`config.mk`:
```
export PLATFORM = sky130hd
export DESIGN_NAME = pipeline_hazard_controller_flat
export DESIGN_NICKNAME = d
export VERILOG_FILES = /design/src/rtl/pipeline_hazard_controller_if.sv /design/src/rtl/pipeline_hazard_controller.sv /design/src/flat_wrapper.sv
export SDC_FILE = /design/constraint.sdc
export NUM_CORES = 1
export LEC_CHECK = 0
export ABC_AREA = 1
export CAP_MARGIN = 20
export CORE_MARGIN = 1.5
export CORE_UTILIZATION = 38
export CTS_CLUSTER_DIAMETER = 30
export DETAILED_ROUTE_END_ITERATION = 7
export GPL_TIMING_DRIVEN = 0
export PLACE_DENSITY = 0.8
export SLEW_MARGIN = 5
export SYNTH_ARGS = -nofsm -noshare
export SYNTH_HDL_FRONTEND = slang
export SYNTH_SLANG_ARGS = --single-unit
export TNS_END_PERCENT = 30
```
`constraint.sdc`:
```
create_clock -name clk -period 2.07 [get_ports clk]
set_input_delay 0.621 -clock clk [delete_from_list [all_inputs] [get_ports clk]]
set_output_delay 0.621 -clock clk [all_outputs]
set_load 0.02 [all_outputs]
```
`src/rtl/pipeline_hazard_controller_if.sv`:
```
`default_nettype none
// ============================================================================
// Module      : pipeline_hazard_controller_if
// Description : Stage-field bus between the datapath and the hazard controller.
// Revision    : 1.0 - initial release
// ============================================================================
interface pipeline_hazard_controller_if;
    logic [5:0] Dopcode;
    logic [3:0] Daddress1;
    logic [3:0] Daddress2;
    logic [5:0] Eopcode;
    logic [3:0] Ewrite_addr;
    logic       Ereg_write;
    logic [3:0] Mwrite_addr;
    logic       Mreg_write;
    logic       Ejump_taken;
    logic       Fstall;
    logic       Dstall;
    logic       FDflush;
    logic       Eflush;
    logic [1:0] fwdA;
    logic [1:0] fwdB;
    logic       busy;

    modport master (
        output Dopcode, Daddress1, Daddress2, Eopcode, Ewrite_addr, Ereg_write,
               Mwrite_addr, Mreg_write, Ejump_taken,
        input  Fstall, Dstall, FDflush, Eflush, fwdA, fwdB, busy
    );

    modport slave (
        input  Dopcode, Daddress1, Daddress2, Eopcode, Ewrite_addr, Ereg_write,
               Mwrite_addr, Mreg_write, Ejump_taken,
        output Fstall, Dstall, FDflush, Eflush, fwdA, fwdB, busy
    );
endinterface
`default_nettype wire

```
`src/rtl/pipeline_hazard_controller.sv`:
```
`default_nettype none
// ============================================================================
// Module      : pipeline_hazard_controller
// Description : Load-use / multiply stall FSM, jump flush and operand
//               forwarding selects. HAZARD_PERF_COUNT_EN adds stall/flush
//               event counters.
// Revision    : 1.0 - initial release
// ============================================================================
module pipeline_hazard_controller #(
    parameter logic [5:0] LOAD_OPCODE = 6'b010000,
    parameter logic [5:0] MUL_OPCODE  = 6'b001100,
    parameter int         MUL_LATENCY = 3
) (
    input  wire logic                     clk,
    input  wire logic                     reset,
    pipeline_hazard_controller_if.slave   hz
`ifdef HAZARD_PERF_COUNT_EN
    ,
    output logic [15:0]                   stall_count,
    output logic [15:0]                   flush_count
`endif
);

    localparam logic [1:0] S_IDLE       = 2'd0;
    localparam logic [1:0] S_LOAD_STALL = 2'd1;
    localparam logic [1:0] S_MUL_BUSY   = 2'd2;

    localparam logic [3:0] MUL_CNT_INIT = 4'(MUL_LATENCY - 2);

    logic [1:0] state_q, state_d;
    logic [3:0] cnt_q, cnt_d;

    logic load_use;
    logic mul_start;
    logic f_stall, d_stall, fd_flush, e_flush;
    logic [1:0] fwd_a, fwd_b;

    // The decode opcode is on the watched bus but no hazard depends on it.
    logic dopcode_unused;
    assign dopcode_unused = ^hz.Dopcode;

    assign load_use  = (hz.Eopcode == LOAD_OPCODE) && hz.Ereg_write &&
                       ((hz.Ewrite_addr == hz.Daddress1) ||
                        (hz.Ewrite_addr == hz.Daddress2));
    assign mul_start = (hz.Eopcode == MUL_OPCODE) && !load_use;

    // State register
    always_ff @(posedge clk or negedge reset) begin
        if (!reset) begin
            state_q <= S_IDLE;
            cnt_q   <= 4'd0;
        end else begin
            state_q <= state_d;
            cnt_q   <= cnt_d;
        end
    end

    // Next-state logic
    always_comb begin
        state_d = state_q;
        cnt_d   = cnt_q;
        case (state_q)
            S_IDLE: begin
                if (hz.Ejump_taken) begin
                    state_d = S_IDLE;
                end else if (load_use) begin
                    state_d = S_LOAD_STALL;
                end else if (mul_start) begin
                    state_d = S_MUL_BUSY;
                    cnt_d   = MUL_CNT_INIT;
                end
            end
            S_LOAD_STALL: begin
                state_d = S_IDLE;
            end
            S_MUL_BUSY: begin
                if (cnt_q == 4'd0) begin
                    state_d = S_IDLE;
                end else begin
                    cnt_d = cnt_q - 4'd1;
                end
            end
            default: begin
                state_d = S_IDLE;
                cnt_d   = 4'd0;
            end
        endcase
    end

    // Output logic; execute holds the multiply during MUL_BUSY so a jump cannot occur there
    always_comb begin
        f_stall  = 1'b0;
        d_stall  = 1'b0;
        fd_flush = 1'b0;
        e_flush  = 1'b0;
        case (state_q)
            S_IDLE: begin
                if (hz.Ejump_taken) begin
                    fd_flush = 1'b1;
                    e_flush  = 1'b1;
                end else if (load_use || mul_start) begin
                    f_stall = 1'b1;
                    d_stall = 1'b1;
                    e_flush = 1'b1;
                end
            end
            S_LOAD_STALL: begin
                if (hz.Ejump_taken) begin
                    fd_flush = 1'b1;
                    e_flush  = 1'b1;
                end
            end
            S_MUL_BUSY: begin
                f_stall = 1'b1;
                d_stall = 1'b1;
                e_flush = 1'b1;
            end
            default: begin
                f_stall = 1'b0;
            end
        endcase
    end

    // A load result is not ready in execute, so only ALU results forward from there
    always_comb begin
        fwd_a = 2'b00;
        fwd_b = 2'b00;
        if (hz.Ereg_write && (hz.Ewrite_addr == hz.Daddress1) &&
            (hz.Eopcode != LOAD_OPCODE)) begin
            fwd_a = 2'b01;
        end else if (hz.Mreg_write && (hz.Mwrite_addr == hz.Daddress1)) begin
            fwd_a = 2'b10;
        end
        if (hz.Ereg_write && (hz.Ewrite_addr == hz.Daddress2) &&
            (hz.Eopcode != LOAD_OPCODE)) begin
            fwd_b = 2'b01;
        end else if (hz.Mreg_write && (hz.Mwrite_addr == hz.Daddress2)) begin
            fwd_b = 2'b10;
        end
    end

    // Outputs are forced low for as long as reset is held, independent of the clock
    assign hz.Fstall  = reset & f_stall;
    assign hz.Dstall  = reset & d_stall;
    assign hz.FDflush = reset & fd_flush;
    assign hz.Eflush  = reset & e_flush;
    assign hz.fwdA    = reset ? fwd_a : 2'b00;
    assign hz.fwdB    = reset ? fwd_b : 2'b00;
    assign hz.busy    = reset & (state_q != S_IDLE);

`ifdef HAZARD_PERF_COUNT_EN
    logic [15:0] stall_count_q, stall_count_d;
    logic [15:0] flush_count_q, flush_count_d;

    always_ff @(posedge clk or negedge reset) begin
        if (!reset) begin
            stall_count_q <= 16'd0;
            flush_count_q <= 16'd0;
        end else begin
            stall_count_q <= stall_count_d;
            flush_count_q <= flush_count_d;
        end
    end

    always_comb begin
        stall_count_d = stall_count_q;
        flush_count_d = flush_count_q;
        if (d_stall && (stall_count_q != 16'hFFFF)) begin
            stall_count_d = stall_count_q + 16'd1;
        end
        if (fd_flush && (flush_count_q != 16'hFFFF)) begin
            flush_count_d = flush_count_q + 16'd1;
        end
    end

    assign stall_count = stall_count_q;
    assign flush_count = flush_count_q;
`endif

endmodule
`default_nettype wire

```
`src/flat_wrapper.sv`:
```
// flat-port wrapper written by rule: the top's interface ports become plain ports
module pipeline_hazard_controller_flat 
#(
    parameter logic [5:0] LOAD_OPCODE = 6'b010000,
    parameter logic [5:0] MUL_OPCODE  = 6'b001100,
    parameter int         MUL_LATENCY = 3
)
  (clk, reset, hz_Dopcode, hz_Daddress1, hz_Daddress2, hz_Eopcode, hz_Ewrite_addr, hz_Ereg_write, hz_Mwrite_addr, hz_Mreg_write, hz_Ejump_taken, hz_Fstall, hz_Dstall, hz_FDflush, hz_Eflush, hz_fwdA, hz_fwdB, hz_busy);
  pipeline_hazard_controller_if hz_i ();
  input  wire logic clk;
  input  wire logic reset;
  input wire logic [$bits(hz_i.Dopcode)-1:0] hz_Dopcode;
  input wire logic [$bits(hz_i.Daddress1)-1:0] hz_Daddress1;
  input wire logic [$bits(hz_i.Daddress2)-1:0] hz_Daddress2;
  input wire logic [$bits(hz_i.Eopcode)-1:0] hz_Eopcode;
  input wire logic [$bits(hz_i.Ewrite_addr)-1:0] hz_Ewrite_addr;
  input wire logic [$bits(hz_i.Ereg_write)-1:0] hz_Ereg_write;
  input wire logic [$bits(hz_i.Mwrite_addr)-1:0] hz_Mwrite_addr;
  input wire logic [$bits(hz_i.Mreg_write)-1:0] hz_Mreg_write;
  input wire logic [$bits(hz_i.Ejump_taken)-1:0] hz_Ejump_taken;
  output wire logic [$bits(hz_i.Fstall)-1:0] hz_Fstall;
  output wire logic [$bits(hz_i.Dstall)-1:0] hz_Dstall;
  output wire logic [$bits(hz_i.FDflush)-1:0] hz_FDflush;
  output wire logic [$bits(hz_i.Eflush)-1:0] hz_Eflush;
  output wire logic [$bits(hz_i.fwdA)-1:0] hz_fwdA;
  output wire logic [$bits(hz_i.fwdB)-1:0] hz_fwdB;
  output wire logic [$bits(hz_i.busy)-1:0] hz_busy;
  assign hz_i.Dopcode = hz_Dopcode;
  assign hz_i.Daddress1 = hz_Daddress1;
  assign hz_i.Daddress2 = hz_Daddress2;
  assign hz_i.Eopcode = hz_Eopcode;
  assign hz_i.Ewrite_addr = hz_Ewrite_addr;
  assign hz_i.Ereg_write = hz_Ereg_write;
  assign hz_i.Mwrite_addr = hz_Mwrite_addr;
  assign hz_i.Mreg_write = hz_Mreg_write;
  assign hz_i.Ejump_taken = hz_Ejump_taken;
  assign hz_Fstall = hz_i.Fstall;
  assign hz_Dstall = hz_i.Dstall;
  assign hz_FDflush = hz_i.FDflush;
  assign hz_Eflush = hz_i.Eflush;
  assign hz_fwdA = hz_i.fwdA;
  assign hz_fwdB = hz_i.fwdB;
  assign hz_busy = hz_i.busy;
  pipeline_hazard_controller #(.LOAD_OPCODE(LOAD_OPCODE), .MUL_OPCODE(MUL_OPCODE), .MUL_LATENCY(MUL_LATENCY)) u_core (.clk(clk), .reset(reset), .hz(hz_i));
endmodule
```
# --- Yosys cells after proc, flatten, opt, wreduce, memory -nomap -nowiden ---
# Index checks and enable logic that the tools add are counted.
op_classes:
  div: 0
  n_eq_ne: 15
  n_addsub: 1
  shifts: 0
  n_mul: 0
  n_reduce_logical: 18
  magnitude_cmp: 0
  n_bitwise: 5
  muxes: 23
op_table:
  columns: ["operator", "n"]
  rows:
  - ["two-way mux 2 bit", 10]
  - ["equality test 4 bit", 4]
  - ["two-way mux 4 bit", 4]
  - ["one-hot mux 4 bit (3 select lines)", 1]
  - ["logical AND 1 bit", 9]
  - ["equality test 6 x 4 -> 1 bit, second input constant", 1]
  - ["equality test 6 x 5 -> 1 bit, second input constant", 1]
  - ["inequality test 2 bit, second input constant", 3]
  - ["inequality test 6 x 5 -> 1 bit, second input constant", 1]
  - ["two-way mux 1 bit", 5]
  - ["AND reduction 5 bit", 1]
  - ["AND 1 bit", 4]
  - ["zero test 4 bit", 1]
  - ["inequality test 2 x 1 -> 1 bit, second input constant", 2]
  - ["inequality test 4 x 2 -> 1 bit, second input constant", 1]
  - ["one-hot mux 2 bit (2 select lines)", 1]
  - ["subtractor 4 x 1 -> 4 bit, second input constant", 1]
  - ["one-hot mux 1 bit (3 select lines)", 1]
  - ["equality test 2 x 1 -> 1 bit, second input constant", 1]
  - ["equality test 2 bit, second input constant", 1]
  - ["zero test 2 bit", 1]
  - ["logical OR 1 bit", 2]
  - ["one-hot mux 1 bit (2 select lines)", 1]
  - ["AND reduction 2 bit", 1]
  - ["other kinds (4)", 4]
word_totals:
  register_bits: 6
  inputBits: 33
  word_cells: 64
  romBits: 0
  latchBits: 0
  output_inout_bits: 9
  n_memories: 0
  mem_bits_rw: 0

# --- Longest topological paths before layout ---
# Gate-level depths: netlist of run 1.
logic_depth:
  depth_word: 10
  ltp_mapped: 11
  mapped_depth_nobuf: 10

# --- Worst setup path after synthesis of run 1 ---
# OpenSTA, ideal clock, no wires.
synth_path:
  path_type: "input to output"
  start: "in hz_Eopcode[1]"
  end: "out hz_Fstall"
  slack_ns: -0.134
  n_path_buf: 1
  arrival_ns: 1.583
  stages: 8
  required_time_ns: 1.449
  cell_sequence: "nor2_1 > nand4_1 > nor2_1 > nand2_2 > nand2_2 > nand2_2 > nor2_2 > buf_4"
synth_between:
  elab_chain_cells: 10
  word_cells_on_any_way: 11
  classes_between: "2 x eq/ne; 3 x mux; 1 x bitwise; 5 x reduce/logical"
synth_rtl:
  columns: ["item", "line", "rtl"]
  rows:
  - ["from (decl)", "flat_wrapper.sv:15", "input wire logic [$bits(hz_i.Eopcode)-1:0] hz_Eopcode;"]
  - ["equality test 6 x 5 -> 1 bit", "pipeline_hazard_controller.sv:42", "assign load_use = (hz.Eopcode == LOAD_OPCODE) && hz.Ereg_write &&"]
  - ["logical AND 1 bit (2 in series)", "pipeline_hazard_controller.sv:42", null]
  - ["zero test 1 bit", "pipeline_hazard_controller.sv:45", "assign mul_start = (hz.Eopcode == MUL_OPCODE) && !load_use;"]
  - ["logical AND 1 bit", "pipeline_hazard_controller.sv:45", null]
  - ["logical OR 1 bit *", "pipeline_hazard_controller.sv:101", "end else if (load_use || mul_start) begin"]
  - ["two-way mux 1 bit * (2 in series)", null, null]
  - ["one-hot mux 1 bit (2 select lines) *", null, null]
  - ["AND 1 bit *", null, null]
  - ["to (decl)", "flat_wrapper.sv:21", "output wire logic [$bits(hz_i.Fstall)-1:0] hz_Fstall;"]
# Every way passes the cells marked *; elsewhere a longest branch is shown, timed or not.

# --- Worst setup path in the final report of run 1 ---
layout_path:
  start: "in hz_Eopcode[0]"
  end: "out hz_Fstall"
layout_between:
  elab_chain_cells: 10
  word_cells_on_any_way: 11
  classes_between: "2 x eq/ne; 3 x mux; 1 x bitwise; 5 x reduce/logical"
layout_rtl:
  columns: ["item", "line", "rtl"]
  rows:
  - ["equality test 6 x 5 -> 1 bit", "pipeline_hazard_controller.sv:42", null]
  - ["logical AND 1 bit (2 in series)", "pipeline_hazard_controller.sv:42", null]
  - ["zero test 1 bit", "pipeline_hazard_controller.sv:45", null]
  - ["logical AND 1 bit", "pipeline_hazard_controller.sv:45", null]
  - ["logical OR 1 bit *", "pipeline_hazard_controller.sv:101", null]
  - ["two-way mux 1 bit *", "pipeline_hazard_controller.sv:101", null]
  - ["two-way mux 1 bit *", "pipeline_hazard_controller.sv:98", "if (hz.Ejump_taken) begin"]
  - ["one-hot mux 1 bit (2 select lines) *", "pipeline_hazard_controller.sv:96", "case (state_q)"]
  - ["AND 1 bit *", "pipeline_hazard_controller.sv:143", "assign hz.Fstall = reset & f_stall;"]
# Marks and branches as above.

==> results of run 1 <==
## sequential cells by signal (all words and copies together) (netlist names)
| register | flops |
|---|---|
| u_core.cnt_q | 4 |
| u_core.state_q | 2 |
## final cells by class
type,instances,area [µm²],share of cell area [%]
Clock buffer,3,22.5,1.76
Sequential cell,6,150,11.8
Timing Repair Buffer,51,423,33.1
Buffer,1,11.3,0.882
Inverter,30,113,8.82
Multi-Input combinational cell,101,526,41.2
Tap cell,25,31.3,2.45
## repair_timing
action,4_1_cts,5_1_grt
gates resized for setup,161,16
pin swaps,23,17
endpoints found under the setup margin,9,13
setup buffers,15,1
## placed cells by master (no fill, tap or decap), drive strengths merged, types with 2 or more instances in the layout
cell type / count
nand3: 2
nand4: 4
nor3: 7
xor2: 2
dlygate4sd2: 6
nor2: 21
clkbuf: 5
o21ai: 7
inv: 30
nand2: 46
dfrtp: 6
o22ai: 2
ha: 2
a21oi: 4
buf: 44
## worst max path at each step
stage / start / end / slack [ns] / cells after the start
after global routing: hz_Daddress1[2] / hz_Fstall / -0.25 / 12
final: hz_Eopcode[0] / hz_Fstall / -0.16 / 11
after global placement: hz_Daddress1[1] / hz_Fstall / -1.09 / 13
after detailed placement: hz_Daddress1[0] / hz_Fstall / -1.14 / 13
after floorplan: hz_Eopcode[1] / hz_fwdB[1] / -0.10 / 5
after CTS: hz_Daddress1[3] / hz_Fstall / -0.19 / 13
## metrics by stage
stage / std cells / hold slack [ns] / setup WS, ns / utilization (%)
after floorplan: 138 / 0.325 / -0.100 / -
after global placement: 198 / 0.475 / -1.09 / 63.9
after detailed placement: 198 / 0.479 / -1.14 / 63.9
after CTS: 216 / 0.203 / -0.192 / 69.1
after global routing: 217 / 0.208 / -0.248 / 71.6
final: 217 / 0.204 / -0.160 / 71.6
## where the power goes
part	switching, mW	internal [mW]	total [mW]	leakage [nW]
combinational	0.250	0.201	0.451	0.639
clock	0.0449	0.0658	0.111	0.0138
sequential	0.0344	0.154	0.189	0.0792
total	0.329	0.421	0.750	0.733
## critical path: stages
cell and delay (ns):
buf_2 0.11, nor2_4 0.10, buf_4 0.12, nand4_1 0.09, nand2_1 0.10, inv_1 0.05
nand2_2 0.08, nand2_4 0.06, nor2_4 0.09, buf_6 0.09, buf_6 0.10
## layer usage
layer / vias up / GRT usage, %
met1: 443 / 24.6
met4: 0 / 2.78
li1: 539 / -
met5: - / 0
met3: 0 / 5.77
met2: 22 / 42.4
## logic make-up after synthesis
| kind of cell | after synthesis |
|---|---|
| and+or+nand+nor | 81 |
| buffers and inverters | 31 |
| AOI/OAI and AO/OA | 15 |
| DFF | 6 |
| xor gates and xnor gates | 3 |
| adders and majority gates | 2 |
==> results.py, run 1 <==
metrics = {
    "route": {
        "firstDrtPassIters": 4,
        "route.vias.total": 1004,
        "wl_met3_um": 100,
        "routed_wl_um": 2330,
        "drt_iter0_drc": 9,
        "met2_length_um": 1240,
        "wl_met1_um": 987,
        "routedWlPerCell_um": 10.7,
        "drc": 0,
        "route.top_layer_used": "met3",
        "antenna_left": 0,
        "via_per_inst": 4.63,
    },
    "sta": {
        "drv_slew": 0,
        "worst_pin_slew_ns": 0.228,
        "rsz0062_at_grt": "true",
        "max_slew_margin_pct": 84.7,
        "finalHoldViolCount": 0,
        "setup_viol": 10,
        "period_share_pct": 108,
        "period_needed_ns": 2.23,
        "fin_worst_skew_ns": 0.00761,
        "fin_ws_ns": -0.160,
        "fmax_mhz": 449,
        "setup_tns_ns": -0.748,
    },
    "yosys": {
        "muxShareOfSynthArea_pct": 0,
        "synth_area_leader_cell": "nand2_1",
        "syn_nets": 173,
        "synth-edff-count": 0,
        "synth_compound_area_share_pct": 11.0,
        "avgSynthCellArea_um2": 5.42,
        "synthTopCellsByCount": "nand2_1 (42), inv_1 (30), nor2_1 (19)",
        "yosysWarnings": 0,
        "synth_cell_types": 20,
        "synthXorXnorAreaFrac_pct": 3.51,
        "ys_top_cells_by_area": "nand2_1 (21%), dfrtp_1 (20%), inv_1 (15%), nor2_1 (9.5%), nor3_1 (4.7%)",
        "synthSimpleGateAreaFrac_pct": 46.0,
        "synth_adder_area_share_pct": 3.34,
        "ys_ff_latch": 6,
        "synth_top_family_by_area": "simple AND/OR/NAND/NOR gates",
        "synth_seq_area_share_pct": 20.1,
        "synth_top_area_share_pct": 21.1,
        "synth_cells": 138,
        "syn_area_um2": 748,
        "async_flop_share_pct": 100,
        "synthFlopType": "dfrtp_1",
        "synth.most_common_cell": "nand2_1",
    },
    "die": {
        "die_h_um": 47.4,
        "dieWidth_um": 47.4,
        "rows": 15,
        "coreArea_mm2": 0.00178,
        "die_area_mm2": 0.00224,
        "io_pins": 42,
        "start_util_pct": 42.0,
    },
    "worst_setup_path": {
        "r2r-end": "u_core.cnt_q[2]",
        "path_max_fanout": 2,
        "regToRegSetupSlack_ns": 0.77,
        "startpoint_type": "input port",
        "reg2regPathDepth": 8,
        "endpoint_kind": "output pin",
        "r2r_start": "u_core.cnt_q[0]",
        "cp.required_ns": 1.45,
        "cp.arrival_ns": 1.61,
        "path_class": "input port to output pin",
    },
    "final_layout": {
        "antenna_cells": 0,
        "design_area_mm2": 0.00128,
        "nets": 229,
        "area_growth_pct": 70.6,
        "n_fill_cell": 160,
        "drive_above_1_share_pct": 40.6,
    },
    "power_and_ir_drop": {
        "peakVddDrop_mv": 0.751,
        "leakagePower_nw": 0.733,
        "power.total_uw": 750,
        "powerDensity_mw_per_mm2": 588,
    },
    "clock_tree": {
        "cts_max_level": 1,
        "clk_latency_ns": 0.25,
        "clock_path_buffers": 2,
        "path_clk_slew_ns": 0.05,
        "cts_root_buffer": "clkbuf_4",
        "cts_made_buffers": 3,
        "cts_tree": "built",
        "holdBufCountCts": 0,
        "cts.sinks": 6,
    },
    "grt": {
        "grt_max_degree": 9,
        "grt.total_usage_pct": 22.1,
        "grt_pass1_wl_um": 3510,
        "grt.overflow.total": 0,
        "grt_pass1_vias": 881,
        "antenna_found_initial": 0,
    },
    "placed_design": {
        "io_buffers": 35,
        "globalplace.congestion": 0.805,
        "dp_hpwl_um": 1710,
        "postPlaceCellArea_mm2": 0.00114,
    },
    "job": {
        "drv_cap": 0,
    },
    "outcome": {
        "status": "finished, violations left",
        "violations": "negative setup slack",
    },
    "min_path": {
        "hold_path_class": "input port to asynchronous set/reset pin",
    },
}
(Power assumes the default switching activity.)
==> run 2: changes to the inputs <==
--- a/config.mk
+++ b/config.mk
@@ -8,11 +8,11 @@
 export ABC_AREA = 1
 export CAP_MARGIN = 20
 export CORE_MARGIN = 1.5
-export CORE_UTILIZATION = 38
+export CORE_UTILIZATION = 32
 export CTS_CLUSTER_DIAMETER = 30
 export DETAILED_ROUTE_END_ITERATION = 7
 export GPL_TIMING_DRIVEN = 0
-export PLACE_DENSITY = 0.8
+export PLACE_DENSITY = 0.69
 export SLEW_MARGIN = 5
 export SYNTH_ARGS = -nofsm -noshare
 export SYNTH_HDL_FRONTEND = slang
==> run 2 against run 1 <==
Effect of this change: the flow still finishes with violations (negative setup slack); worst setup slack worse by 0.014 ns; non-clock buffer count unchanged; wire length down 0.69%; clock skew down 0.0029 ns; global-route usage down 3.3 points; first-iteration DRC count down 11%; design area up 4.6%; sequential cell count unchanged; fmax down 0.60%.
==> results.py, run 2 (synthesized netlist as in run 1, its figures left out) <==
metrics = {
    "outcome": {
        "status": "finished, violations left",
        "violations": "negative setup slack",
    },
    "worst_setup_path": {
        "endpoint_kind": "output pin",
        "cp_top_family": "simple AND/OR/NAND/NOR gates",
        "path_class": "input port to output pin",
        "crit_chain": "buf_6 > inv_2 > nand2_1 > nand2_1 > nor2_1 > nand2_1 > nand2_1 > nand2_2 > nand2_2 > nand2_4 > nor2_4 > buf_6 > buf_6",
        "slowest_delay_ns": 0.12,
        "r2r_start": "u_core.cnt_q[0]",
        "cp.required_ns": 1.45,
        "cp.arrival_ns": 1.62,
        "reg2regPathDepth": 8,
        "crit_slowest_cell": "nor2_1",
        "critPathBufInv": 4,
        "r2r-end": "u_core.cnt_q[2]",
        "path_max_fanout": 3,
        "worst_path_most_repeated_cell": "nand2_1",
        "startpoint_type": "input port",
        "regToRegSetupSlack_ns": 0.74,
    },
    "clock_tree": {
        "path_clk_slew_ns": 0.05,
        "cts_root_buffer": "clkbuf_4",
        "cts_max_level": 1,
        "clk_latency_ns": 0.24,
        "cts_made_buffers": 3,
        "cts.sinks": 6,
        "clock_path_buffers": 2,
        "cts_tree": "built",
        "holdBufCountCts": 0,
    },
    "sta": {
        "finalHoldViolCount": 0,
        "worst_pin_slew_ns": 0.309,
        "fin_worst_skew_ns": 0.00472,
        "fmax_mhz": 446,
        "drv_slew": 0,
        "setup_viol": 9,
        "max_slew_margin_pct": 79.3,
        "period_share_pct": 108,
        "period_needed_ns": 2.24,
        "fin_ws_ns": -0.173,
        "rsz0062_at_grt": "true",
        "setup_tns_ns": -0.676,
        "hold_slack_ns": 0.209,
    },
    "final_layout": {
        "layout_common_cells": "nand2_1 (41), buf_6 (23), inv_1 (17)",
        "drive_above_1_share_pct": 40.6,
        "regMostFlops": "u_core.cnt_q",
        "nets": 229,
        "top_regs": "u_core.cnt_q x4, u_core.state_q x2",
        "n_fill_cell": 231,
        "final_common_cell": "nand2_1",
        "largest_register_ff_count": 4,
        "area_growth_pct": 78.4,
        "post-route-util_pct": 60.4,
        "seqCellArea_um2": 150,
        "multiInputGateArea_um2": 532,
        "antenna_cells": 0,
        "design_area_mm2": 0.00134,
    },
    "job": {
        "drv_cap": 0,
    },
    "grt": {
        "grt.overflow.total": 0,
        "grt_pass1_wl_um": 3850,
        "antenna_found_initial": 0,
        "grt.total_usage_pct": 18.8,
        "grt_max_degree": 9,
        "grt_pass1_vias": 1000,
    },
    "placed_design": {
        "postPlaceCellArea_mm2": 0.00114,
        "io_buffers": 35,
        "dp_slack_ns": -1.11,
        "dp_hpwl_um": 1630,
        "globalplace.congestion": 0.788,
    },
    "die": {
        "die_h_um": 51.4,
        "die_area_mm2": 0.00264,
        "coreArea_mm2": 0.00221,
        "rows": 17,
        "dieWidth_um": 51.4,
        "start_util_pct": 33.8,
        "io_pins": 42,
    },
    "route": {
        "routedWlPerCell_um": 10.5,
        "firstDrtPassIters": 4,
        "via_per_inst": 4.65,
        "drt_iter0_drc": 8,
        "drc": 0,
        "route.vias.total": 1024,
        "antenna_left": 0,
        "routed_wl_um": 2310,
    },
    "min_path": {
        "hold_path_class": "input port to asynchronous set/reset pin",
    },
    "power_and_ir_drop": {
        "peakVddDrop_mv": 0.630,
        "leakagePower_nw": 0.751,
        "powerDensity_mw_per_mm2": 574,
    },
}
==> run 2: changes by cell type in the layout (fill, tap and decap cells not counted), sizes merged <==
cell and change:
clkdlybuf4s15 +1, clkbuf -1
==> run 2: per-layer routing <==
| metal | wire length, µm | part of all wire (%) | global-route usage [%] |
|---|---|---|---|
| met1 | 963 | 42 | 21.2 |
| met4 | 10 | 0.43 | 3.95 |
| met2 | 1200 | 52 | 35.1 |
| met3 | 140 | 6.1 | 4.97 |
| met5 | 0 | 0 | 0 |
==> run 2: worst max path at each step <==
| stage | start | end | slack [ns] | cells after the start |
|---|---|---|---|---|
| after CTS | hz_Ewrite_addr[3] | hz_Fstall | -0.19 | 13 |
| after detailed placement | hz_Daddress2[3] | hz_Fstall | -1.11 | 13 |
| after floorplan | hz_Eopcode[1] | hz_fwdB[1] | -0.10 | 5 |
| after global placement | hz_Daddress2[3] | hz_Fstall | -1.10 | 13 |
| after global routing | hz_Ewrite_addr[3] | hz_Fstall | -0.28 | 13 |
| final | hz_Ewrite_addr[3] | hz_Fstall | -0.17 | 13 |
==> run 2: cell type report <==
type | instances | area share [%]
Inverter | 30 | 8.43
Sequential cell | 6 | 11.2
Multi-Input combinational cell | 101 | 39.8
Tap cell | 28 | 2.62
Buffer | 1 | 0.843
Clock buffer | 3 | 1.69
Timing Repair Buffer | 51 | 35.3
==> run 2: power by group <==
group	total, mW	internal, mW	switching (mW)
logic	0.469	0.211	0.258
clock network	0.108	0.0656	0.0427
registers	0.190	0.154	0.0357
==> run 2: what timing repair did <==
item	4_1_cts	5_1_grt
buffers inserted	17	0
endpoints found under the setup margin	9	12
gates resized for setup	167	13
pin swaps	25	13
==> run 2: per-stage QoR <==
stage               total power [mW]  instances
detailed placement             0.615        201
global route                   0.845        220
floorplan                      0.460        138
CTS                            0.759        221
global placement               0.600        201
finish                         0.767        220
==> run 2: worst register-to-register path, stage by stage (launching register included) <==
cell and delay [ns]:
dfrtp_1 0.37, inv_1 0.14, ha_1 0.17, nand2_1 0.06
o21ai_0 0.13, o21ai_1 0.09, nand2_2 0.15, nand2_1 0.06
o21ai_1 0.08
